--- config.mk ---
export PLATFORM = sky130hd
export DESIGN_NAME = mips_fetch
export DESIGN_NICKNAME = d
export VERILOG_FILES = /design/src/rtl/mips_fetch_pkg.sv /design/src/rtl/mips_next_pc.sv /design/src/rtl/mips_fetch.sv
export SDC_FILE = /design/constraint.sdc
export NUM_CORES = 1
export LEC_CHECK = 0
export ABC_AREA = 1
export CAP_MARGIN = 40
export CORE_ASPECT_RATIO = 1.4
export CORE_MARGIN = 8
export CORE_UTILIZATION = 35
export DETAILED_ROUTE_END_ITERATION = 6
export PLACE_DENSITY_LB_ADDON = 0.3
export SYNTH_ARGS = -nofsm -noshare
export SYNTH_HDL_FRONTEND = slang
export SYNTH_SLANG_ARGS = --single-unit
--- constraint.sdc ---
create_clock -name clk -period 3.09 [get_ports clk]
set_clock_uncertainty 0.15 [all_clocks]
set_input_delay 0.618 -clock clk [delete_from_list [all_inputs] [get_ports clk]]
set_output_delay 0.618 -clock clk [all_outputs]
set_load 0.005 [all_outputs]
--- src/rtl/mips_fetch_pkg.sv ---
// Shared MIPS front-end constants and types.
// Used by the fetch and decode stages.
package mips_fetch_pkg;

  localparam logic [31:0] RESET_PC_DEFAULT = 32'h0040_0000;

  typedef enum logic [1:0] {
    CT_FALL   = 2'b00,
    CT_BRANCH = 2'b01,
    CT_JUMP   = 2'b10,
    CT_JR     = 2'b11
  } ctrl_e;

  typedef enum logic [1:0] {
    S_REQ  = 2'b00,
    S_HOLD = 2'b01,
    S_HALT = 2'b10
  } fetch_state_e;

  function automatic logic [31:0] branch_offset(
    input logic [15:0] imm
  );
    return {{14{imm[15]}}, imm, 2'b00};
  endfunction

endpackage

--- src/rtl/mips_next_pc.sv ---
// Next-pc selection for the fetch stage.
// Flags jump-register targets that are not word aligned.
module mips_next_pc
  import mips_fetch_pkg::*;
(
  input  logic [31:0] pc,
  input  logic [1:0]  control_type,
  input  logic [15:0] imm16,
  input  logic [25:0] jtarget,
  input  logic [31:0] jr_data,
  output logic [31:0] next_pc,
  output logic        misaligned
);

  logic [31:0] w_pc4;

  assign w_pc4 = pc + 32'd4;

  always_comb begin
    next_pc    = w_pc4;
    misaligned = 1'b0;
    unique case (ctrl_e'(control_type))
      CT_FALL:   next_pc = w_pc4;
      CT_BRANCH: next_pc = w_pc4 + branch_offset(imm16);
      CT_JUMP:   next_pc = {w_pc4[31:28], jtarget, 2'b00};
      CT_JR: begin
        next_pc    = jr_data;
        misaligned = |jr_data[1:0];
      end
    endcase
  end

endmodule

--- src/rtl/mips_fetch.sv ---
// MIPS fetch stage: one outstanding imem read,
// instruction buffer toward decode, halt on bad jr.
module mips_fetch
  import mips_fetch_pkg::*;
#(
  parameter logic [31:0] RESET_PC = RESET_PC_DEFAULT
) (
  input  logic        clk,
  input  logic        reset,
  output logic        imem_req,
  output logic [31:0] imem_addr,
  input  logic        imem_rvalid,
  input  logic [31:0] imem_rdata,
  output logic [31:0] inst,
  output logic [31:0] inst_pc,
  output logic        inst_valid,
  input  logic        inst_ready,
  input  logic [1:0]  control_type,
  input  logic [15:0] imm16,
  input  logic [25:0] jtarget,
  input  logic [31:0] jr_data,
  output logic        fetch_except,
  output logic [31:0] inst_count
);

  fetch_state_e r_state;
  fetch_state_e w_state_nxt;

  logic [31:0] r_pc;
  logic [31:0] r_inst;
  logic [31:0] r_inst_pc;
  logic [31:0] r_count;
  logic        r_except;

  logic [31:0] w_next_pc;
  logic        w_misaligned;
  logic        w_capture;
  logic        w_fire;

  mips_next_pc u_next_pc (
    .pc           (r_pc),
    .control_type (control_type),
    .imm16        (imm16),
    .jtarget      (jtarget),
    .jr_data      (jr_data),
    .next_pc      (w_next_pc),
    .misaligned   (w_misaligned)
  );

  always_ff @(posedge clk) begin
    if (reset) r_state <= S_REQ;
    else       r_state <= w_state_nxt;
  end

  always_comb begin
    w_state_nxt = r_state;
    imem_req    = 1'b0;
    inst_valid  = 1'b0;
    w_capture   = 1'b0;
    w_fire      = 1'b0;
    unique case (r_state)
      S_REQ: begin
        imem_req = 1'b1;
        if (imem_rvalid) begin
          w_capture   = 1'b1;
          w_state_nxt = S_HOLD;
        end
      end
      S_HOLD: begin
        inst_valid = 1'b1;
        if (inst_ready) begin
          w_fire      = 1'b1;
          w_state_nxt = w_misaligned ? S_HALT : S_REQ;
        end
      end
      S_HALT: w_state_nxt = S_HALT;
      default: w_state_nxt = S_REQ;
    endcase
  end

  // A misaligned jr is still counted but leaves pc untouched.
  always_ff @(posedge clk) begin
    if (reset) begin
      r_pc      <= RESET_PC;
      r_inst    <= '0;
      r_inst_pc <= '0;
      r_count   <= '0;
      r_except  <= 1'b0;
    end else begin
      if (w_capture) begin
        r_inst    <= imem_rdata;
        r_inst_pc <= r_pc;
      end
      if (w_fire) begin
        r_count <= r_count + 32'd1;
        if (w_misaligned) r_except <= 1'b1;
        else              r_pc     <= w_next_pc;
      end
    end
  end

  assign imem_addr    = r_pc;
  assign inst         = r_inst;
  assign inst_pc      = r_inst_pc;
  assign inst_count   = r_count;
  assign fetch_except = r_except;

endmodule

==> results_dict.tcl, run 1 <==
set metrics [dict create \
    dieArea_um2 30200 \
    clk_pin_slew_worst_paths_ns 0.06 \
    fillers 2265 \
    ir_worst_vdd_mv 0.368 \
    hold_buffers 0 \
    grt_max_degree 57 \
    cp_slowest_cell "dfxtp_4" \
    crit_fanout 4 \
    ys_ff_latch 131 \
    path_cells "buf_6 > nand2_4 > nor2_4 > nand2_4 > inv_2 > nand2_4 > xor2_4 > inv_2 > ha_4 > nand2_4 > inv_2 > nand2_2 > inv_2 > nand3_1 > nand3b_1 > buf_6 > nand2_1 > nand2_1 > nand2_1 > nand3_1 > nand2_1 > nand2_1 > a21oi_1" \
    max_cap_violations 0 \
    numPortBuffers 242 \
    crit_path_max_incr_delay_ns 0.36 \
    routed_wirelength_um 34900 \
    num_vias 10400 \
    setup_viol 0 \
    drtAntennaViolNets 0 \
    slew_headroom 0.598 \
    crit_type "flip-flop to flip-flop" \
    viasPerCell 5.00 \
    status "completed" \
    crit_buf_inv 6 \
    area_delta_synth_final_pct 64.3 \
    register_area_um2 2660 \
    wl_per_cell_um 16.9 \
    cts.sinks 131 \
    die_y_um 202 \
    synth_nets 1544 \
    die_w_um 149 \
    rsz0062_at_grt "yes" \
    synth_warnings 0 \
    cp.required_ns 3.22 \
    grt_pass1_wl_um 51800 \
    cts_max_level 4 \
    fin_util 0.582 \
    path_common_cell "nand2_1" \
    ios 243 \
    multiInputGateArea_um2 6480 \
    finalPower_mw 5.08 \
    hold_viol 0 \
    leakagePower_nw 6.24 \
    final_net_count 1894 \
    drive_gt1_frac 0.256 \
    track_usage 0.216 \
    synth_cell_types 44 \
    grt_pass1_vias 10000 \
    syn_area_per_cell_um2 6.23 \
    hp-class "flip-flop to flip-flop" \
    core_area_um2 24500 \
    tightest_slew_ns 0.602 \
    clock_latency_ns 0.41 \
    hpwl_um 26800 \
    num_antenna_cells 0 \
    fmax_mhz 328 \
    place.gp.congestion 0.940 \
    cp-end-kind "flip-flop" \
    synthCells 1393 \
    numCtsBuffers 17 \
    power.density_nw_per_um2 357 \
    antenna_found_initial 0 \
    cts-root-buf "clkbuf_16" \
    drcViolationCount 0 \
    cts_tree "yes" \
    period_minus_slack_ns 3.04 \
    path_delay_family "simple AND/OR/NAND/NOR gates" \
    syn_area_um2 8680 \
    overflow 0 \
    drtIter0Drc 582 \
    start_util 0.354 \
    slew_viol_final 0 \
    min_period_over_period 0.985 \
    first_pass_iters 5 \
    clk_path_buf_depth 2 \
    startpoint_type "flip-flop" \
    ys_seq_area_frac 0.302 \
    arrival_ns 3.18 \
    rows 68 \
]
-- through the flow --
stage                     instances  setup slack, ns  cell area (um^2)  setup TNS (ns)  hold slack [ns]
after floorplan                1393            0.143              8680               0            0.310
after global placement         2022           -0.330             12200           -3.53            0.308
after detailed placement       2022           -0.323             12200           -3.79            0.321
after CTS                      2058          -0.0728             13000          -0.317            0.334
after global routing           2071          -0.0877             14300          -0.968            0.357
final                          2071           0.0456             14300               0            0.330
-- logic make-up (layout without fill, tap and decap cells) --
family | after synthesis | after routing | share of synthesized area
buffers and inverters | 212 | 575 | 0.0922
adder cells (fa/ha/maj) | 39 | 39 | 0.0571
flip-flops | 131 | 131 | 0.302
AND/OR/NAND/NOR | 734 | 734 | 0.362
AO/OA/AOI/OAI | 243 | 243 | 0.152
XOR/XNOR | 34 | 34 | 0.0352
-- cells in the final DEF, fill, tap and decap left out, types with 18 or more instances in the layout --
| cell | count |
|---|---|
| dfxtp_1 | 111 |
| nor2_1 | 172 |
| nor2_4 | 18 |
| nand2_2 | 53 |
| nor2_2 | 19 |
| buf_4 | 123 |
| a21oi_1 | 89 |
| clkdlybuf4s50_1 | 242 |
| inv_1 | 133 |
| nand3_2 | 18 |
| inv_2 | 30 |
| ha_4 | 25 |
| o21ai_0 | 92 |
| nand3_1 | 57 |
| nand2_1 | 316 |
| a21oi_2 | 18 |
-- tightest hold or removal path, delay by kind of cell, from the launching register on --
family	cells	cell delay, ns
DFF	1	0.32
and+or+nand+nor	2	0.13
-- final timing paths --
check                                  start            end  slack (ns)  cells after the start
worst max-delay path            imem_addr[3]  imem_addr[30]        0.05                     23
worst min-delay path              inst_pc[6]     inst_pc[6]        0.33                      2
worst max register to register  imem_addr[3]  imem_addr[30]        0.05                     23
worst min register to register    inst_pc[6]     inst_pc[6]        0.33                      2
-- layout make-up --
class	count	area share
clock buffers	20	0.0327
clock inverters	12	0.00913
inverters	168	0.0448
multi-input cells	1050	0.454
flip-flops and latches	131	0.187
well taps	315	0.0277
repair buffers	375	0.244
-- synthesized netlist by cell type, drive strengths merged --
| master | n | area [um^2] |
|---|---|---|
| a221oi | 10 | 87.6 |
| or2 | 7 | 43.8 |
| inv | 166 | 623 |
| nand3b | 10 | 78.8 |
| fa | 1 | 20.0 |
| nor4 | 1 | 6.26 |
| o22ai | 1 | 6.26 |
| o2111ai | 1 | 8.76 |
| clkbuf | 41 | 154 |
| nand2 | 384 | 1460 |
| a211oi | 1 | 7.51 |
| nor3 | 25 | 163 |
| buf | 3 | 15.0 |
| o21ai | 100 | 500 |
| ha | 38 | 475 |
| o21bai | 9 | 71.3 |
| o21ba | 1 | 10.0 |
| and3 | 2 | 13.8 |
| xor2 | 30 | 270 |
| xnor2 | 4 | 35.0 |
| a31oi | 3 | 18.8 |
| o21a | 5 | 37.5 |
| nand3 | 78 | 415 |
| and2 | 2 | 12.5 |
| nand2b | 1 | 6.26 |
| a21o | 1 | 7.51 |
| nand4 | 14 | 87.6 |
| a21oi | 110 | 551 |
| nor2 | 210 | 847 |
| dfxtp | 131 | 2620 |
| clkinv | 2 | 7.51 |
| a41oi | 1 | 8.76 |
-- state kept, by name, indices dropped and copies added (netlist names) --
register and flops:
imem_addr 32, inst_pc 32, fetch_except 1, inst 32, r_state 2, inst_count 32
-- report_power, final --
group          switching [mW]  total (mW)  internal (mW)
registers              0.0546        1.83           1.77
logic                   0.615        1.22          0.604
clock network           0.786        2.04           1.25
total                    1.46        5.08           3.63
-- repair_timing --
action | in CTS | in global routing
endpoints found under the setup margin | 22 | 23
buffers inserted | 4 | 13
resized for setup | 44 | 274
pin swaps | 12 | 85
-- routing by layer --
layer | up-vias | share of wire | track usage
li1 | 5159 | - | -
met1 | 4776 | 0.39 | 0.236
met2 | 345 | 0.53 | 0.394
met3 | 76 | 0.049 | 0.0282
met4 | 0 | 0.038 | 0.115
met5 | - | 0 | 0
No activity file was read; power rests on OpenSTA's default activity.
==> run 2: changes to the inputs <==
--- a/config.mk
+++ b/config.mk
@@ -11,6 +11,7 @@
 export CORE_MARGIN = 8
 export CORE_UTILIZATION = 35
 export DETAILED_ROUTE_END_ITERATION = 6
+export HOLD_SLACK_MARGIN = 0.08
 export PLACE_DENSITY_LB_ADDON = 0.3
 export SYNTH_ARGS = -nofsm -noshare
 export SYNTH_HDL_FRONTEND = slang
==> results of run 2 <==
Same layout as run 1: the final DEF is identical, and so are final timing and power.
==> run 3: changes to the inputs <==
--- a/config.mk
+++ b/config.mk
@@ -8,7 +8,7 @@
 export ABC_AREA = 1
 export CAP_MARGIN = 40
 export CORE_ASPECT_RATIO = 1.4
-export CORE_MARGIN = 8
+export CORE_MARGIN = 5
 export CORE_UTILIZATION = 35
 export DETAILED_ROUTE_END_ITERATION = 6
 export HOLD_SLACK_MARGIN = 0.08
==> results_dict.tcl, run 3 (synthesis gave the netlist of run 1 again) <==
set metrics [dict create \
    status "completed" \
    reg2reg_setup_slack_ns 0.05 \
    crit_type "flip-flop to flip-flop" \
    first_pass_iters 5 \
    die_w_um 143 \
    crit_fanout 4 \
    final_net_count 1927 \
    clk_pin_slew_worst_paths_ns 0.06 \
    finalPower_mw 5.19 \
    tightest_slew_ns 0.608 \
    overflow 0 \
    startpoint_type "flip-flop" \
    fin_tns_setup_ns 0 \
    hold_viol 0 \
    arrival_ns 3.24 \
    grt_max_degree 53 \
    crit_buf_inv 5 \
    die_y_um 196 \
    postPlaceCellArea_um2 12500 \
    dieArea_um2 28100 \
    slew_headroom 0.595 \
    fin_area_um2 14500 \
    slew_viol_final 0 \
    leakagePower_nw 6.35 \
    drtAntennaViolNets 0 \
    path_delay_family "simple AND/OR/NAND/NOR gates" \
    r2r_start "imem_addr[3]" \
    numCtsBuffers 17 \
    start_util 0.353 \
    cts_tree "yes" \
    max_cap_violations 0 \
    viasPerCell 4.90 \
    hpwl_um 26300 \
    numPortBuffers 242 \
    hold_end "inst_pc[25]" \
    drcViolationCount 0 \
    drtIter0Drc 505 \
    holdPathStages 2 \
    hp-class "flip-flop to flip-flop" \
    antenna_found_initial 0 \
    clk_path_buf_depth 2 \
    grt_pass1_wl_um 50800 \
    cts.sinks 131 \
    r2r_end "imem_addr[24]" \
    grt_pass1_vias 9819 \
    ir_worst_vdd_mv 0.361 \
    area_delta_synth_final_pct 67.1 \
    cts_max_level 4 \
    num_antenna_cells 0 \
    fillers 2243 \
    cts-root-buf "clkbuf_16" \
    wl_per_cell_um 16.1 \
    place.gp.congestion 0.929 \
    track_usage 0.228 \
    period_minus_slack_ns 3.04 \
    fin_util 0.590 \
    fmax_mhz 329 \
    cp.required_ns 3.29 \
    num_vias 10300 \
    min-delay-start "inst_pc[25]" \
    crit_path_max_incr_delay_ns 0.35 \
    rows 68 \
    clock_latency_ns 0.42 \
    layoutNonFillerInstCount 2103 \
    final_cell_mix "312 x nand2_1, 242 x clkdlybuf4s50_1, 176 x nor2_1, 150 x buf_4, 136 x inv_1" \
    cp_slowest_cell "dfxtp_2" \
    cp-end-kind "flip-flop" \
    setup_viol 0 \
    core_area_um2 24600 \
    rsz0062_at_grt "yes" \
    path_common_cell "nor2_1" \
    power.density_nw_per_um2 358 \
    reg2reg_depth 22 \
    min_period_over_period 0.985 \
    dp.cells 2056 \
    routed_wirelength_um 33800 \
    layout.cells.most_common "nand2_1" \
    drive_gt1_frac 0.263 \
    path_cells "buf_6 > nand2_2 > nor2_4 > buf_6 > buf_6 > nand2_4 > nor2_1 > xor2_1 > buf_4 > ha_4 > a21oi_4 > nor2_1 > nor2_2 > buf_4 > nor2_1 > nor2_1 > nand3_1 > nand2_1 > nand3_2 > nand2_1 > nand2_1 > a21oi_2" \
    ios 243 \
]
run 3: cell count changes in the layout (fill, tap and decap cells not counted), moves of 4 or more:
cell	delta
nor2_4	-4
dfxtp_1	+7
nand2_2	+7
a21oi_1	-4
nand2_1	-4
inv_2	-4
buf_4	+27
nor2_1	+4
nand3_1	+4
o21ai_2	+4
dfxtp_4	-5
clkinvlp_4	-4
nand2_4	-4
buf_6	+5
run 3: power by group:
group	switching [mW]	leakage (nW)	internal [mW]	total, mW
Sequential	0.0507	1.08	1.78	1.83
Clock	0.741	0.303	1.38	2.12
Combinational	0.612	4.98	0.624	1.24
run 3: layer usage:
layer | part of all wire | track usage
met5 | 0 | 0
met2 | 0.53 | 0.424
met3 | 0.045 | 0.0246
met1 | 0.40 | 0.264
met4 | 0.027 | 0.0817
run 3: worst max path at each step:
stage | start | end | slack (ns) | cells past startpoint
after floorplan | imem_addr[3] | imem_addr[31] | 0.14 | 22
after global placement | imem_addr[2] | imem_addr[14] | -0.19 | 18
after detailed placement | imem_addr[2] | imem_addr[25] | -0.24 | 22
after CTS | imem_addr[2] | imem_addr[25] | -0.0008 | 22
after global routing | imem_addr[16] | imem_addr[27] | -0.11 | 20
final | imem_addr[3] | imem_addr[24] | 0.05 | 22
run 3: repair_timing:
item | CTS | global route
pin swaps | 17 | 84
endpoints found under the setup margin | 20 | 22
gates resized for setup | 66 | 243
hold buffers | 0 | 0
setup buffers | 2 | 14
run 3: cell type report:
type | instances | area, um^2 | area share
clock buffer | 21 | 460 | 0.0318
clock inverter | 10 | 156 | 0.0108
inverter | 168 | 641 | 0.0442
multi-input combinational | 1050 | 6440 | 0.444
sequential | 131 | 2640 | 0.182
tap | 315 | 394 | 0.0272
timing repair buffer | 408 | 3760 | 0.260
run 3: worst min-delay path: cells and delay by family, from the launching register on:
kind / cells / cell delay [ns]
and+or+nand+nor: 2 / 0.13
DFF: 1 / 0.32
run 3: stage by stage:
stage          setup slack (ns)  hold slack [ns]
3_3_place_gp             -0.188            0.307
3_5_place_dp             -0.239            0.319
5_1_grt                  -0.115            0.354
2_1_floorplan             0.143            0.310
6_report                 0.0469            0.327
4_1_cts               -0.000834            0.332
